--- config.mk ---
export PLATFORM = sky130hd
export DESIGN_NAME = shift_sequencer
export DESIGN_NICKNAME = d
export VERILOG_FILES = /design/src/rtl/shift_sequencer.sv
export SDC_FILE = /design/constraint.sdc
export NUM_CORES = 1
export LEC_CHECK = 0
export CAP_MARGIN = 25
export CORE_ASPECT_RATIO = 0.7
export CORE_UTILIZATION = 50
export DETAILED_ROUTE_END_ITERATION = 10
export PLACE_DENSITY = 0.76
export RECOVER_POWER = 25
export SYNTH_ARGS = -nofsm -noshare
export SYNTH_HDL_FRONTEND = slang
export SYNTH_SLANG_ARGS = --single-unit
--- constraint.sdc ---
create_clock -name clk_i -period 3.3 [get_ports clk_i]
set_input_delay 0.33 -clock clk_i [delete_from_list [all_inputs] [get_ports clk_i]]
set_output_delay 0.33 -clock clk_i [all_outputs]
set_load 0.01 [all_outputs]
--- src/rtl/shift_sequencer.sv ---
// Two-requester sequencer that time-shares one 32-bit logical barrel shifter for SLL/SRL/SRA/ROTR.
// Define SHIFT_ROTATE_EN to build the two-pass rotate; otherwise op 11 executes as SRL.
module shift_sequencer #(
  parameter bit PRIO_INIT = 1'b0
) (
  input  logic        clk_i,
  input  logic        rst_i,

  input  logic        req0_valid_i,
  output logic        req0_ready_o,
  input  logic [31:0] req0_src_i,
  input  logic [4:0]  req0_shamt_i,
  input  logic [1:0]  req0_op_i,

  input  logic        req1_valid_i,
  output logic        req1_ready_o,
  input  logic [31:0] req1_src_i,
  input  logic [4:0]  req1_shamt_i,
  input  logic [1:0]  req1_op_i,

  output logic        rsp_valid_o,
  input  logic        rsp_ready_i,
  output logic        rsp_id_o,
  output logic [31:0] rsp_data_o
);

  localparam logic [1:0] OpSll  = 2'b00;
  localparam logic [1:0] OpSrl  = 2'b01;
  localparam logic [1:0] OpSra  = 2'b10;
  localparam logic [1:0] OpRotr = 2'b11;

`ifdef SHIFT_ROTATE_EN
  typedef enum logic [1:0] {StIdle, StPass1, StPass2, StDone} state_e;
`else
  typedef enum logic [1:0] {StIdle, StPass1, StDone} state_e;
`endif

  state_e      state_q, state_d;
  logic        prio_q, prio_d;
  logic [31:0] src_q, src_d;
  logic [4:0]  shamt_q, shamt_d;
  logic [1:0]  op_q, op_d;
  logic        id_q, id_d;
  logic [31:0] result_q, result_d;

  logic        grant_vld;
  logic        grant_id;
  logic        sra_neg;

  // Shared shifter interface
  logic [31:0] sh_src;
  logic [4:0]  sh_amt;
  logic        sh_left;
  logic [31:0] sh_out;

`ifdef SHIFT_ROTATE_EN
  logic [5:0]  rot_amt_full;
  logic [4:0]  rot_amt;

  // Left-pass amount of the rotate: (32 - shamt) mod 32
  assign rot_amt_full = 6'd32 - {1'b0, shamt_q};
  assign rot_amt      = rot_amt_full[4:0];
`endif

  function automatic logic [31:0] bit_rev(input logic [31:0] d);
    logic [31:0] r;
    for (int i = 0; i < 32; i++) begin
      r[i] = d[31-i];
    end
    return r;
  endfunction

  // Logarithmic right shifter; left shifts reuse it by reversing the bit order around it.
  logic [5:0][31:0] stage;

  always_comb begin
    stage[0] = sh_left ? bit_rev(sh_src) : sh_src;
    for (int i = 0; i < 5; i++) begin
      stage[i+1] = sh_amt[i] ? (stage[i] >> (32'd1 << i)) : stage[i];
    end
    sh_out = sh_left ? bit_rev(stage[5]) : stage[5];
  end

  assign grant_vld = req0_valid_i | req1_valid_i;
  assign grant_id  = (req0_valid_i && req1_valid_i) ? prio_q : req1_valid_i;
  assign sra_neg   = (op_q == OpSra) && src_q[31];

  always_comb begin
    state_d      = state_q;
    prio_d       = prio_q;
    src_d        = src_q;
    shamt_d      = shamt_q;
    op_d         = op_q;
    id_d         = id_q;
    result_d     = result_q;
    req0_ready_o = 1'b0;
    req1_ready_o = 1'b0;
    sh_src       = src_q;
    sh_amt       = shamt_q;
    sh_left      = 1'b0;

    unique case (state_q)
      StIdle: begin
        if (grant_vld && !rst_i) begin
          req0_ready_o = ~grant_id;
          req1_ready_o = grant_id;
          src_d        = grant_id ? req1_src_i   : req0_src_i;
          shamt_d      = grant_id ? req1_shamt_i : req0_shamt_i;
          op_d         = grant_id ? req1_op_i    : req0_op_i;
          id_d         = grant_id;
          prio_d       = ~grant_id;
          state_d      = StPass1;
        end
      end
      StPass1: begin
        sh_left  = (op_q == OpSll);
        // Arithmetic shift of a negative value: shift the inverse in zeros, invert back.
        sh_src   = sra_neg ? ~src_q : src_q;
        result_d = sra_neg ? ~sh_out : sh_out;
        state_d  = StDone;
`ifdef SHIFT_ROTATE_EN
        if (op_q == OpRotr) begin
          if (shamt_q != 5'd0) begin
            state_d = StPass2;
          end else begin
            result_d = src_q;
          end
        end
`endif
      end
`ifdef SHIFT_ROTATE_EN
      StPass2: begin
        sh_left  = 1'b1;
        sh_amt   = rot_amt;
        result_d = result_q | sh_out;
        state_d  = StDone;
      end
`endif
      StDone: begin
        if (rsp_ready_i) begin
          state_d = StIdle;
        end
      end
      default: state_d = StIdle;
    endcase
  end

  always_ff @(posedge clk_i) begin
    if (rst_i) begin
      state_q  <= StIdle;
      prio_q   <= PRIO_INIT;
      src_q    <= '0;
      shamt_q  <= '0;
      op_q     <= OpSll;
      id_q     <= 1'b0;
      result_q <= '0;
    end else begin
      state_q  <= state_d;
      prio_q   <= prio_d;
      src_q    <= src_d;
      shamt_q  <= shamt_d;
      op_q     <= op_d;
      id_q     <= id_d;
      result_q <= result_d;
    end
  end

  assign rsp_valid_o = (state_q == StDone);
  assign rsp_data_o  = result_q;
  assign rsp_id_o    = id_q;

  // OpSrl is the implicit right-shift default; referenced here only to keep the decode table whole.
  logic unused_op;
  assign unused_op = (op_q == OpSrl);

endmodule

==> Word level (Yosys, flattened, before mapping) <==
Index checks and enable logic that the tools add are counted.
{ "op_classes": {"eq_ne": 5, "n_bitwise": 4, "reduce_logical": 8, "n_mux": 22} }
{ "ops": {"columns": ["operator", "n"], "rows": [
  ["$mux W32", 11],
  ["$not A32 Y32", 2],
  ["$mux W1", 6],
  ["$mux W2", 3],
  ["$pmux W2 S3", 1],
  ["$mux W5", 1],
  ["$eq A2 B2 Y1 const B", 2],
  ["$logic_not A2 Y1", 2],
  ["$reduce_and A2 Y1", 2],
  ["$logic_and A1 B1 Y1", 3],
  ["$eq A2 B1 Y1 const B", 1],
  ["$ne A2 B1 Y1 const B", 1],
  ["$ne A2 B2 Y1 const B", 1],
  ["$logic_not A1 Y1", 1],
  ["$not A1 Y1", 1],
  ["$or A1 B1 Y1", 1]
]} }
{ "word_totals": {"regBits": 75, "in_bits": 83, "elab_cells": 46} }

==> Longest topological paths before layout <==
{ "depth": {"word_depth": 13, "ltp_mapped": 13, "depth_no_buf": 9} }

==> Worst setup path after synthesis <==
No wires, ideal clock.
{ "synth_path": {"path_type": "register to register", "start": "register op_q[0]", "end": "register result_q[0] (netlist: rsp_data_o[0])", "required_ns": 3.182, "setup_slack_ns": 0.432, "arrival_time_ns": 2.751, "stages_incl_launch_ff": 13, "cell_sequence": "dfxtp_1 buf_6 or3b_1 buf_4 nor2_2 buf_2 o22ai_1 mux4_2 mux2_2 o22a_1 o211ai_1 mux2i_1 nand2_1"} }
{ "synth_via": {"elab_chain_cells": 13} }
{ "synth_lines": {"columns": ["item", "line", "text"], "rows": [
  ["start, declared", "42", "logic [1:0] op_q, op_d;"],
  ["start signal, assigned", "154", "op_q <= OpSll;"],
  ["start signal, assigned", "162", "op_q <= op_d;"],
  ["$eq A2 B2 Y1", "86", "assign sra_neg = (op_q == OpSra) && src_q[31];"],
  ["$logic_and A1 B1 Y1", "86", null],
  ["$mux W32", "118", "sh_src = sra_neg ? ~src_q : src_q;"],
  ["$mux W32", "102", "unique case (state_q)"],
  ["$mux W32", "77", "stage[0] = sh_left ? bit_rev(sh_src) : sh_src;"],
  ["$mux W32 (5 in a row)", "79", "stage[i+1] = sh_amt[i] ? (stage[i] >> (32'd1 << i)) : stage[i];"],
  ["$mux W32", "81", "sh_out = sh_left ? bit_rev(stage[5]) : stage[5];"],
  ["$not A32 Y32", "119", "result_d = sra_neg ? ~sh_out : sh_out;"],
  ["$mux W32 (*)", "119", null],
  ["end signal, assigned", "164", "result_q <= result_d;"],
  ["end, declared", "44", "logic [31:0] result_q, result_d;"]
]} }
Mark *: on every way between the ends. The rest lies on a longest branch, timed or not.
A chain may end at the register's enable or synchronous reset.

==> Worst setup path in the final report <==
{ "layout_path": {"start": "register op_q[0]", "end": "register result_q[12] (netlist: rsp_data_o[12])"} }
Same word-level chain as after synthesis.

==> flow_metrics.py <==
metrics = {
    "die": {
        "die_y_um": 100,
        "design.core.area_um2": 13300,
        "initial_core_util_pct": 51.8,
        "die_outline_area_um2": 14300,
        "io-pin-count": 119,
        "placementRows": 35,
        "die_span_x_um": 142,
    },
    "outcome": {
        "outcome": "finished clean",
    },
    "routing": {
        "num_vias": 8227,
        "drt_drc_violations_left": 0,
        "detail_route.wl_per_cell_um": 23.0,
        "route.detailed.vias_per_inst": 6.75,
        "drtAntennaViolNets": 0,
        "drtIter0Drc": 1118,
        "routed_wl_um": 28100,
        "dr.pass1.iters": 6,
    },
    "layout": {
        "multiInputGateArea_um2": 5130,
        "mostFrequentLayoutCell": "sky130_fd_sc_hd__nor2_1",
        "fillers": 1197,
        "area_growth_syn_to_layout_pct": 32.5,
        "design.final.nets": 1111,
        "area_used_by_sequential_logic_in_the_layout_um2": 1510,
        "layout.cells.most_common_list": "sky130_fd_sc_hd__nor2_1 (133), sky130_fd_sc_hd__clkdlybuf4s50_1 (91), sky130_fd_sc_hd__buf_4 (81)",
        "finalInstanceArea_um2": 9140,
        "post_route_cells_drive_above_1_share_pct": 18.4,
    },
    "global_routing": {
        "grt_first_pass_wirelength_um": 42400,
        "grt_remaining_overflow": 0,
        "vias_in_the_first_global_route": 7334,
        "initial_antenna_violation_count": 0,
        "maximum_number_of_pins_on_one_net_before_global_route_repair": 81,
        "grt_usage_pct": 39.6,
    },
    "timing": {
        "slew_violations": 0,
        "final.period_utilization_pct": 98.5,
        "hold_viol_final": 0,
        "fin_tns_setup_ns": 0,
        "max_slew_margin_pct": 33.6,
        "layout_setup_ws_ns": 0.0482,
        "timing.final.setup_violations": 0,
        "final_period_minus_worst_setup_slack_ns": 3.25,
        "tightestPinTransition_ns": 0.993,
        "fin_hold_ws_ns": 0.431,
        "max_freq_mhz": 308,
        "clock_skew_ns": 0.00724,
    },
    "critical_path": {
        "timing.critical_path.arrival_ns": 3.51,
        "reg2reg_depth": 12,
        "critPathMaxFanout": 11,
        "cp-end-kind": "flop",
        "worstSetupEndpoint": "rsp_data_o[12]$_SDFFE_PP0N_",
        "critPathLaunchType": "flop",
        "critical_path.reg2reg.endpoint": "rsp_data_o[12]$_SDFFE_PP0N_",
        "setup.worst_path.class": "reg2reg",
        "reg2reg_setup_slack_ns": 0.05,
        "r2r_start": "op_q[0]$_SDFFE_PP0P_",
        "timing.critical_path.from": "op_q[0]$_SDFFE_PP0P_",
        "crit_required_ns": 3.56,
    },
    "pwr": {
        "leakage_power_nw": 3.56,
        "overall_power_consumption_mw": 4.47,
        "powerDensity_nw_per_um2": 489,
        "ir_drop_uv": 255,
    },
    "synth": {
        "synth_cell_types": 84,
        "ys_ff_latch": 75,
        "synth-async-reset-ratio_pct": 0,
        "ys_warn_count": 0,
        "post_synth_main_area_contributors": "sky130_fd_sc_hd__dfxtp_1 (22%), sky130_fd_sc_hd__mux2i_1 (11%), sky130_fd_sc_hd__nor2_1 (7.2%)",
        "edff_count_synth": 0,
        "syn_inst": 899,
        "yosysTopAreaCell": "sky130_fd_sc_hd__dfxtp_1",
        "synth_sequential_area_ratio_pct": 21.8,
        "syn_avg_cell_area_um2": 7.67,
        "synthesis.area_um2": 6900,
        "synth_fp_nets": 982,
        "netlist.area_leader.share_pct": 21.8,
        "synth_ff_type": "sky130_fd_sc_hd__dfxtp_1",
    },
    "cts": {
        "number_of_clock_sinks_seen_by_cts": 75,
        "cts_max_level": 3,
        "clk_transition_reported_paths_ns": 0.07,
        "worst_skew_late_latency_ns": 0.35,
        "cts_tree": "done",
        "clock-root-buffer": "sky130_fd_sc_hd__clkbuf_16",
        "clockBufferDepth": 2,
        "post_cts_hold_buffer_count": 0,
        "tritoncts_buffer_count": 9,
    },
    "flow_run": {
        "max_cap_viol_count": 0,
    },
    "place": {
        "dp_hpwl_um": 21200,
        "pre_cts_slack_ns": -0.0154,
        "dpl-instance-area_um2": 8620,
        "io_port_bufs": 118,
        "gpl.final_weighted_congestion": 1.11,
    },
    "hold_path": {
        "hp-class": "in2reg",
    },
}
cell usage after synthesis (all sizes together) (5+ instances only):
master     n
mux4      20
o211ai    12
nand2     73
a21oi     45
a211oi    49
mux2i     76
a221oi     8
a2bb2oi    5
nand2b     5
nor2b      5
nor3      30
and3       8
o22ai     27
and2       5
o311ai    11
a22o       6
o2111ai    6
or2       14
a31oi     16
mux2       6
a21o       5
a22oi     14
nand3b     8
nand3     22
buf       25
o21ai     34
nor2     135
dfxtp     75
clkbuf    62
a222oi     5
inv       13
o221ai     5
timing repair:
action                                  CTS  global route
pin swaps                                 2             8
endpoints found under the setup margin    5            26
gates cloned                              0             0
resized for setup                         2            36
setup buffers                             2             2
layout make-up:
type                    count  share of cell area, %
repair buffers            205                   20.6
multi-input cells         723                   56.2
clock buffers              10                   2.51
well taps                 185                   2.53
inverters                  14                  0.575
flip-flops and latches     75                   16.5
diodes                      1                 0.0274
clock inverters             6                   1.05
per-layer routing:
layer | track usage [%] | wire [µm] | vias up
met3 | 17.5 | 4640 | 74
met5 | 0 | 0 | -
met1 | 56.5 | 12100 | 3783
li1 | - | - | 3702
met2 | 53.0 | 10800 | 668
met4 | 10.8 | 564 | 0
stage by stage:
| stage | cells | util, % |
|---|---|---|
| after floorplan | 899 | - |
| after global placement | 1198 | 64.7 |
| after detailed placement | 1198 | 64.7 |
| after CTS | 1216 | 67.3 |
| after global routing | 1218 | 68.6 |
| final | 1219 | 68.6 |
where the power goes:
part | switching, mW | internal [mW] | total (mW)
clock | 0.428 | 0.672 | 1.10
combinational | 1.29 | 0.964 | 2.25
sequential | 0.110 | 1.01 | 1.12
total | 1.82 | 2.64 | 4.47
critical path: stages, from the launching register on:
cell and delay, ns:
sky130_fd_sc_hd__dfxtp_1 0.35, sky130_fd_sc_hd__or3b_1 0.37, sky130_fd_sc_hd__buf_4 0.19, sky130_fd_sc_hd__buf_4 0.20
sky130_fd_sc_hd__o311a_1 0.37, sky130_fd_sc_hd__nand2_1 0.11, sky130_fd_sc_hd__nand2_1 0.16, sky130_fd_sc_hd__o221ai_1 0.30
sky130_fd_sc_hd__a221oi_1 0.16, sky130_fd_sc_hd__nor2_1 0.44, sky130_fd_sc_hd__buf_4 0.20, sky130_fd_sc_hd__o21ai_0 0.06
sky130_fd_sc_hd__a211oi_1 0.25
worst min path at each step:
stage	start	endpoint	slack (ns)	cells past startpoint
3_5_place_dp	rsp_data_o[2]$_SDFFE_PP0N_	rsp_data_o[2]$_SDFFE_PP0N_	0.45	2
2_1_floorplan	prio_q$_SDFFE_PP0P_	prio_q$_SDFFE_PP0P_	0.47	2
5_1_grt	rsp_data_o[2]$_SDFFE_PP0N_	rsp_data_o[2]$_SDFFE_PP0N_	0.49	2
3_3_place_gp	rsp_data_o[2]$_SDFFE_PP0N_	rsp_data_o[2]$_SDFFE_PP0N_	0.44	2
6_report	rst_i	rsp_id_o$_SDFFE_PP0P_	0.43	4
4_1_cts	rst_i	rsp_id_o$_SDFFE_PP0P_	0.43	4
kinds of logic (layout without fill, tap and decap cells):
family                    count (synthesis)  after routing  synth area share (%)
and+or+nand+nor                         321            321                  21.7
AOI/OAI and AO/OA                       296            296                  31.4
muxes                                   102            102                  18.5
buffers and inverters                   101            235                  6.11
DFF                                      75             75                  21.8
xor gates and xnor gates                  4              4                 0.508
other                                     0              1                     0
state kept, by name, summed over array words and instances (netlist names):
signal / cells
rsp_data_o: 32
op_q: 2
sh_amt: 5
state_q: 2
rsp_id_o: 1
src_q: 32
prio_q: 1
No activity file was read; power rests on OpenSTA's default activity.
